`config.mk`:
```
export PLATFORM = sky130hd
export DESIGN_NAME = debounce_bank
export DESIGN_NICKNAME = d
export VERILOG_FILES = /design/src/rtl/debounce_bank.sv
export SDC_FILE = /design/constraint.sdc
export NUM_CORES = 1
export LEC_CHECK = 0
export BUFFER_PORTS_ARGS = -buffer_cell sky130_fd_sc_hd__buf_2
export CAP_MARGIN = 0
export CORE_MARGIN = 5
export CORE_UTILIZATION = 30
export CTS_CLUSTER_DIAMETER = 50
export DETAILED_ROUTE_END_ITERATION = 16
export GPL_TIMING_DRIVEN = 0
export PLACE_DENSITY_LB_ADDON = 0.2
export REMOVE_ABC_BUFFERS = 1
export SYNTH_ARGS = -nofsm -noshare
export SYNTH_HDL_FRONTEND = slang
export SYNTH_SLANG_ARGS = --single-unit
```
`constraint.sdc`:
```
create_clock -name clk -period 8 [get_ports clk]
set_input_delay 0.8 -clock clk [delete_from_list [all_inputs] [get_ports clk]]
set_output_delay 0.8 -clock clk [all_outputs]
set_load 0.02 [all_outputs]
```
`src/rtl/debounce_bank.sv`:
```
// Multi-channel button/switch debouncer: synchroniser, symmetric stability filter,
// polarity correction, press/release pulses and optional auto-repeat per channel.
module debounce_bank #(
    parameter int              N            = 8,
    parameter int              CNT_W        = 20,
    parameter int              STABLE_CNT   = 100000,
    parameter int              SYNC_STAGES  = 2,
    parameter logic [N-1:0]    ACTIVE_LOW   = '0,
    parameter int              RPT_W        = 24,
    parameter int              REPEAT_DELAY = 0,
    parameter int              REPEAT_RATE  = 5000000
) (
    input  logic         clk,
    input  logic         rst,
    input  logic [N-1:0] in,
    output logic [N-1:0] level,
    output logic [N-1:0] rise,
    output logic [N-1:0] fall,
    output logic [N-1:0] rpt,
    output logic         any
);

    localparam logic [CNT_W-1:0] CNT_LAST  = CNT_W'(STABLE_CNT - 1);
    localparam logic [RPT_W-1:0] RPT_FIRST = RPT_W'(REPEAT_DELAY);
    localparam logic [RPT_W-1:0] RPT_NEXT  = RPT_W'(REPEAT_RATE);

    genvar i;
    generate
        for (i = 0; i < N; i++) begin : g_ch
            logic [SYNC_STAGES-1:0] sync_q;
            logic                   s;
            logic                   flip;
            logic [CNT_W-1:0]       cnt_q;
            logic                   lvl_q;
            logic                   rise_q;
            logic                   fall_q;
            logic [RPT_W-1:0]       rcnt_q;
            logic                   rep_q;
            logic                   rpt_q;
            logic [RPT_W-1:0]       target;

            assign s    = sync_q[SYNC_STAGES-1] ^ ACTIVE_LOW[i];
            assign flip = (s != lvl_q) && (cnt_q == CNT_LAST);

            always_ff @(posedge clk or posedge rst) begin
                if (rst) begin
                    sync_q <= '0;
                end else begin
                    sync_q <= {sync_q[SYNC_STAGES-2:0], in[i]};
                end
            end

            // Both directions need STABLE_CNT consecutive disagreeing samples;
            // any agreeing sample restarts the count.
            always_ff @(posedge clk or posedge rst) begin
                if (rst) begin
                    cnt_q  <= '0;
                    lvl_q  <= 1'b0;
                    rise_q <= 1'b0;
                    fall_q <= 1'b0;
                end else if (s == lvl_q) begin
                    cnt_q  <= '0;
                    rise_q <= 1'b0;
                    fall_q <= 1'b0;
                end else if (cnt_q == CNT_LAST) begin
                    cnt_q  <= '0;
                    lvl_q  <= s;
                    rise_q <= s;
                    fall_q <= ~s;
                end else begin
                    cnt_q  <= cnt_q + CNT_W'(1);
                    rise_q <= 1'b0;
                    fall_q <= 1'b0;
                end
            end

            // Phase counter: first period is REPEAT_DELAY, later ones REPEAT_RATE.
            // It wraps to zero on every repeat, so a long hold never overflows.
            assign target = rep_q ? RPT_NEXT : RPT_FIRST;

            always_ff @(posedge clk or posedge rst) begin
                if (rst) begin
                    rcnt_q <= '0;
                    rep_q  <= 1'b0;
                    rpt_q  <= 1'b0;
                end else if ((REPEAT_DELAY == 0) || !lvl_q || flip) begin
                    rcnt_q <= '0;
                    rep_q  <= 1'b0;
                    rpt_q  <= 1'b0;
                end else if (rcnt_q + RPT_W'(1) == target) begin
                    rcnt_q <= '0;
                    rep_q  <= 1'b1;
                    rpt_q  <= 1'b1;
                end else begin
                    rcnt_q <= rcnt_q + RPT_W'(1);
                    rpt_q  <= 1'b0;
                end
            end

            assign level[i] = lvl_q;
            assign rise[i]  = rise_q;
            assign fall[i]  = fall_q;
            assign rpt[i]   = rpt_q;
        end
    endgenerate

    assign any = |level;

endmodule

```
==> metrics.txt, run 1 <==
outcome completed; Worst-Margin Slew 1.30 ns; Ys Warns 0; area share of the largest cell type after synthesis 0.515; Yosys top cell by area dfrtp_1; worst skew pair latency 0.44 ns; Global Route Usage Sum 0.112; Ant. Diodes 0; RSZ-0062 raised after global routing false; worst vdd ir 0.130 mV; I/O pin total 43; CP required 7.20 ns; Core Rows 66; drt first pass iters 5; Mapped Cells 958; Post-Layout Inst Area approximately 0.011 mm^2; PD cells 183 mW/mm^2; initial antenna violation count 0; Comb pwr share 0.032; clock sink count 200; slew margin rel. 0.127; crit path DAT 1.98 ns; commonest cells after routing, fill and taps aside 200 x dfrtp_1, 137 x nor2_1, 76 x xnor2_1; Switching Power 478 uW; library cells used by synthesis 48; 1st-iter DRT viols 397; Nets 986; type of origin of the critical path register; final worst-path cycle share 0.348; share of layout cells above drive strength 1 0.0999; largest net degree at the start of global routing 125; clk buf depth 2; vias 6,765; Mapped Avg Cell Area 10.1 um^2; worst-path fanout max 7; Core Footprint 0.0323 mm^2; Port Buffers 34; WS Path Type reg2out; Die H 190 um; internal power 1500 uW; CTS H-Tree Depth 4; most common cell after layout, fill and taps aside dfrtp_1; grt ovf 0; first-pass GRT wire length about 34 mm; post-layout min period roughly 2.8 ns; class of the worst hold path reg2reg; Sequential Power Share 0.526; Switching Fraction 0.242; Seq/Total Area, Yosys 0.515; TritonCTS buffer count 17; GPL Wtd Cong 0.768; ys async rst share 1.00; cts hold-fix bufs 0; Setup violations, final 0; WL/cell 13.6 um; Area Growth Syn to Fin 10.9%; vias per cell 4.75; Post-Route WL ~19 mm; CTS tree built; DIE WIDTH ~190 um; Hold Crit Depth 0; Design Power 1980 uW; Root Driver clkbuf_16; dpl hpwl approximately 13 mm; clock share of power 0.442; Worst setup EP type output port; ranking of synthesized cells by area dfrtp_1 51%, xnor2_1 6.8%, nor2_1 5.3%; initial core utilization 0.301; Setup Skew 0.00973 ns; ANT nets after route 0; Post-synth EDFFs 0; drt drc 0; Hold Vio Cnt, Final 0; Reg2Reg Depth 5; post-cts repair resize count 0; leak pwr 0.00433 uW; dpl cell area 0.0102 mm^2; Mapped Area 0.00972 mm^2; Post-CTS Setup Repair Bufs 0; max-cap violation count 0; max-slew violations 0; ys flop type dfrtp_1; Achievable Freq ~360 MHz; clock-pin slew on the worst setup and hold paths 0.08 ns; number of global-route vias before repair slightly below 7k; Synth Register Bits 200; die area approximately 0.036 mm^2
==> routing by layer <==
layer	global-route usage	vias up	wire (um)
met3	0.0266	15	571
met2	0.176	85	8770
met5	0	-	0
met4	0.0323	0	260
met1	0.155	3282	9750
li1	-	3383	-
==> cells in the mapped netlist, types with 26 or more instances <==
library cell / number
dfrtp_1: 200
nor2_1: 137
xnor2_1: 76
nand4_1: 52
nand3_1: 51
nand2_1: 49
xor2_1: 49
nor4_1: 44
nor3_1: 36
buf_4: 32
a21oi_1: 26
==> state kept, by name, summed over array words and instances (netlist names) <==
name	count
g_ch.cnt_q	160
g_ch.fall_q	8
g_ch.lvl_q	8
g_ch.rise_q	8
g_ch.sync_q	16
==> worst max-delay path, cell delays in order (launching register included) <==
cell and delay, ns:
dfrtp_1 0.51, nor4_1 0.73, nand2_1 0.11, buf_2 0.19
==> area by class of cell <==
cell class / count / area, um^2
clock buffers: 19 / 453
clock inverters: 13 / 135
fillers: 3292 / 21500
inverters: 18 / 75.1
multi-input cells: 695 / 4350
flip-flops and latches: 200 / 5000
well taps: 442 / 553
repair buffers: 36 / 209
==> cells by family (layout without fill, tap and decap cells) <==
family          after synthesis  in the layout  share of synthesized area
simple gates                476            476                      0.263
flops                       200            200                      0.515
xor+xnor                    125            125                      0.113
buf+inv                      70             86                     0.0408
compound gates               61             61                     0.0394
mux                          17             17                     0.0189
fa+ha+maj                     8              8                     0.0103
other cells                   1              8                   0.000386
==> power groups by stage <==
stage | Clock (uW) | Combinational (uW) | Sequential [uW]
2_1_floorplan | 0 | 44.8 | 1060
3_3_place_gp | 0 | 62.6 | 1060
3_5_place_dp | 0 | 65.5 | 1060
4_1_cts | 915 | 66.1 | 1040
5_1_grt | 960 | 74.5 | 1040
6_report | 874 | 62.6 | 1040
==> metrics by stage <==
stage,hold WS (ns),setup TNS [ns],std cells,setup slack [ns],utilization
floorplan,0.331,0,913,1.75,-
global placement,0.332,-196.44,1389,-1.01,0.314
detailed placement,0.335,0,1391,5.61,0.316
CTS,0.353,0,1423,5.18,0.334
global route,0.364,0,1423,5.10,0.334
finish,0.350,0,1423,5.22,0.334
==> path summary, 6_finish.rpt <==
path	startpoint	to	slack [ns]
max in group asynchronous	rst	g_ch[4].cnt_q[15]	6.50
worst max register to register	g_ch[1].cnt_q[0]	g_ch[1].cnt_q[5]	5.64
min in group asynchronous	rst	g_ch[7].cnt_q[4]	0.43
worst min register to register	g_ch[3].sync_q[0]	g_ch[3].sync_q[1]	0.35
worst max-delay path	g_ch[1].lvl_q	any	5.22
worst min-delay path	g_ch[3].sync_q[0]	g_ch[3].sync_q[1]	0.35
No activity file was read; power rests on OpenSTA's default activity.
==> run 2, diff against run 1 <==
--- a/config.mk
+++ b/config.mk
@@ -5,6 +5,7 @@
 export SDC_FILE = /design/constraint.sdc
 export NUM_CORES = 1
 export LEC_CHECK = 0
+export ABC_AREA = 1
 export BUFFER_PORTS_ARGS = -buffer_cell sky130_fd_sc_hd__buf_2
 export CAP_MARGIN = 0
 export CORE_MARGIN = 5
==> constraint.sdc (replaced) <==
create_clock -name clk -period 2.5 [get_ports clk]
set_input_delay 0.25 -clock clk [delete_from_list [all_inputs] [get_ports clk]]
set_output_delay 0.25 -clock clk [all_outputs]
set_load 0.02 [all_outputs]
==> metrics.txt, run 2 <==
type of origin of the critical path register; max reg flops 160 (unchanged); Top Registers g_ch.cnt_q x160, g_ch.sync_q x16; Global Route Usage Sum 0.122 (+0.00988); WL/cell 12.1 um (-11%); crit path to any; Achievable Freq 473 MHz; Switching Power 1510 uW (+220%); most numerous cell in the Yosys netlist nor2_1; crit path DAT 1.86 ns (-0.12 ns); Ant. Diodes 0 (unchanged); worst vdd ir 0.490 mV (+280%); Core Footprint 0.0365 mm^2 (+13%); grt ovf 0 (unchanged); ANT nets after route 0 (unchanged); setup slack, reg-to-reg 0.53 ns (-5.11 ns); most instantiated cells after synthesis 411 x nor2_1, 320 x nand2_1, 200 x dfrtp_1, 158 x inv_1, 87 x nand3_1; drt drc 0 (unchanged); RSZ-0062 raised after global routing false; worst setup margin 0.388 ns (-4.83 ns); initial core utilization 0.303 (+0.00185); commonest cells after routing, fill and taps aside 411 x nor2_1, 320 x nand2_1, 200 x dfrtp_1; area share of the largest cell type after synthesis 0.452 (-0.0625); class of the worst hold path reg2reg; I/O pin total 43 (unchanged); PD cells 527 mW/mm^2 (+190%); CTS tree built; Root Driver clkbuf_16; internal power 4970 uW (+230%); Mapped Area 0.0111 mm^2 (+14%); max-cap violation count 0 (unchanged); Top reg by flops g_ch.cnt_q; cts hold-fix bufs 9 (+9); clock share of power 0.455 (+0.013); FF/Latch Area 0.00500 mm^2 (unchanged); Synth Register Bits 200 (unchanged); Switching Fraction 0.233 (-0.00925); initial antenna violation count 0 (unchanged); Hold Vio Cnt, Final 0 (unchanged); Post-Route WL 24.2 mm (+25%); Area Growth Syn to Fin 11.1%; most common cell after layout, fill and taps aside nor2_1; Mapped Cells 1,497 (+56%); Nets 1,541 (+56%); ys flop type dfrtp_1; worst-path fanout max 5 (-2); Worst setup EP type output port; vias 8,853 (+31%); Design Power 6480 uW (+230%); Mapped Avg Cell Area 7.39 um^2 (-27%); Fillers 3,843 (+17%); Multi-input gate area 0.00518 mm^2 (+19%); ys async rst share 1.00 (unchanged); die area 0.0408 mm^2 (+13%); clk buf depth 2 (unchanged); Worst-Margin Slew 0.949 ns (-0.351 ns); Yosys top cell by area dfrtp_1; final worst-path cycle share 0.845; WS Path Type reg2out; worst slack, placed 0.409 ns (-5.20 ns); Post-synth EDFFs 0 (unchanged); Post-CTS Setup Repair Bufs 0 (unchanged); library cells used by synthesis 30 (-38%); CP required 2.25 ns (-4.95 ns); largest net degree at the start of global routing 106 (-15%); drt first pass iters 5 (unchanged); post-cts repair resize count 0 (unchanged); Setup violations, final 0 (unchanged); Setup Skew 0.0121 ns (+0.00235 ns); 1st-iter DRT viols 468 (+18%); post-layout min period 2.11 ns; RR Startpoint g_ch[2].lvl_q; Die H 202 um (+6.3%); Core Rows 70 (+6.1%); GPL Wtd Cong 0.855 (+11%); CTS H-Tree Depth 4 (unchanged); Seq/Total Area, Yosys 0.452 (-0.0625); leak pwr 0.00527 uW (+22%); number of global-route vias before repair 8,644 (+26%); first-pass GRT wire length 41.8 mm (+24%); DIE WIDTH 202 um (+6.3%); worst skew pair latency 0.44 ns (about the same); slew margin rel. 0.365 (+0.238); TritonCTS buffer count 17 (unchanged); max-slew violations 0 (unchanged); Comb pwr share 0.034 (+0.002); clock-pin slew on the worst setup and hold paths 0.07 ns (about the same); ranking of synthesized cells by area dfrtp_1 45%, nor2_1 14%, nand2_1 11%; Crit. Startpoint g_ch[4].lvl_q; clock sink count 200 (unchanged); Fin Setup TNS 0 ns (unchanged); Ys Warns 0 (unchanged); dpl hpwl 17.8 mm (+42%); outcome completed; Sequential Power Share 0.511 (-0.015); Port Buffers 34 (unchanged); vias per cell 4.42 (-7.0%); RR Endpoint g_ch[2].cnt_q[5]; share of layout cells above drive strength 1 0.0913 (-0.00863); Reg2Reg Depth 6 (+1)
==> run 2: cell count changes after synthesis, sizes merged, moves of 13 or more <==
| cell | before | now |
|---|---|---|
| and3 | 21 | 0 |
| xnor2 | 76 | 27 |
| nor4 | 44 | 2 |
| nand4 | 56 | 19 |
| nand3 | 52 | 99 |
| and4 | 14 | 0 |
| a21oi | 26 | 9 |
| or3 | 21 | 0 |
| o21ai | 21 | 34 |
| inv | 18 | 161 |
| nor2 | 137 | 451 |
| nand2 | 49 | 338 |
==> run 2: kinds of logic after synthesis <==
group | Yosys count | synth area share
compound gates | 52 | 0.0254
flops | 200 | 0.452
buf+inv | 205 | 0.0814
fa+ha+maj | 8 | 0.00905
xor+xnor | 72 | 0.0570
other cells | 1 | 0.000339
simple gates | 959 | 0.374
==> run 2: power by group through the flow <==
stage               Sequential (uW)  Combinational, uW  Clock (uW)
finish                         3310                221        2950
detailed placement             3380                224           0
global route                   3320                263        3180
floorplan                      3370                153           0
CTS                            3310                236        3070
global placement               3380                213           0
==> run 2: stage by stage <==
| step | hold WS, ns | instances | instance area (um^2) | utilization |
|---|---|---|---|---|
| 2_1_floorplan | 0.281 | 1460 | 10800 | - |
| 3_3_place_gp | 0.332 | 1962 | 11500 | 0.316 |
| 3_5_place_dp | 0.336 | 1963 | 11600 | 0.317 |
| 4_1_cts | 0.353 | 2002 | 12300 | 0.336 |
| 5_1_grt | 0.356 | 2002 | 12300 | 0.336 |
| 6_report | 0.350 | 2002 | 12300 | 0.336 |
==> run 2: worst max-delay path, stage by stage, from the launching register on <==
cell	delay [ns]
dfrtp_1	0.46
nor4_1	0.64
nand2_1	0.14
buf_2	0.19
==> run 2: worst min-delay path by stage <==
stage,startpoint,endpoint,cells after the start
global route,g_ch[5].sync_q[0],g_ch[5].sync_q[1],0
finish,g_ch[2].sync_q[0],g_ch[2].sync_q[1],0
floorplan,in[0],g_ch[0].sync_q[0],0
global placement,g_ch[2].sync_q[0],g_ch[2].sync_q[1],0
detailed placement,g_ch[0].sync_q[0],g_ch[0].sync_q[1],0
CTS,g_ch[2].sync_q[0],g_ch[2].sync_q[1],0
==> run 2: cell type report <==
class	count	area share
sequential	200	0.407
clock buffer	19	0.0369
clock inverter	11	0.0130
multi-input combinational	1099	0.422
tap	468	0.0477
timing repair buffer	44	0.0234
inverter	161	0.0498
==> run 2: per-layer routing <==
metal / GRT usage / up-vias / share of wire
met1: 0.164 / 4107 / 0.50
met5: 0 / - / 0
met2: 0.202 / 79 / 0.46
li1: - / 4645 / -
met3: 0.0205 / 22 / 0.022
met4: 0.0376 / 0 / 0.014
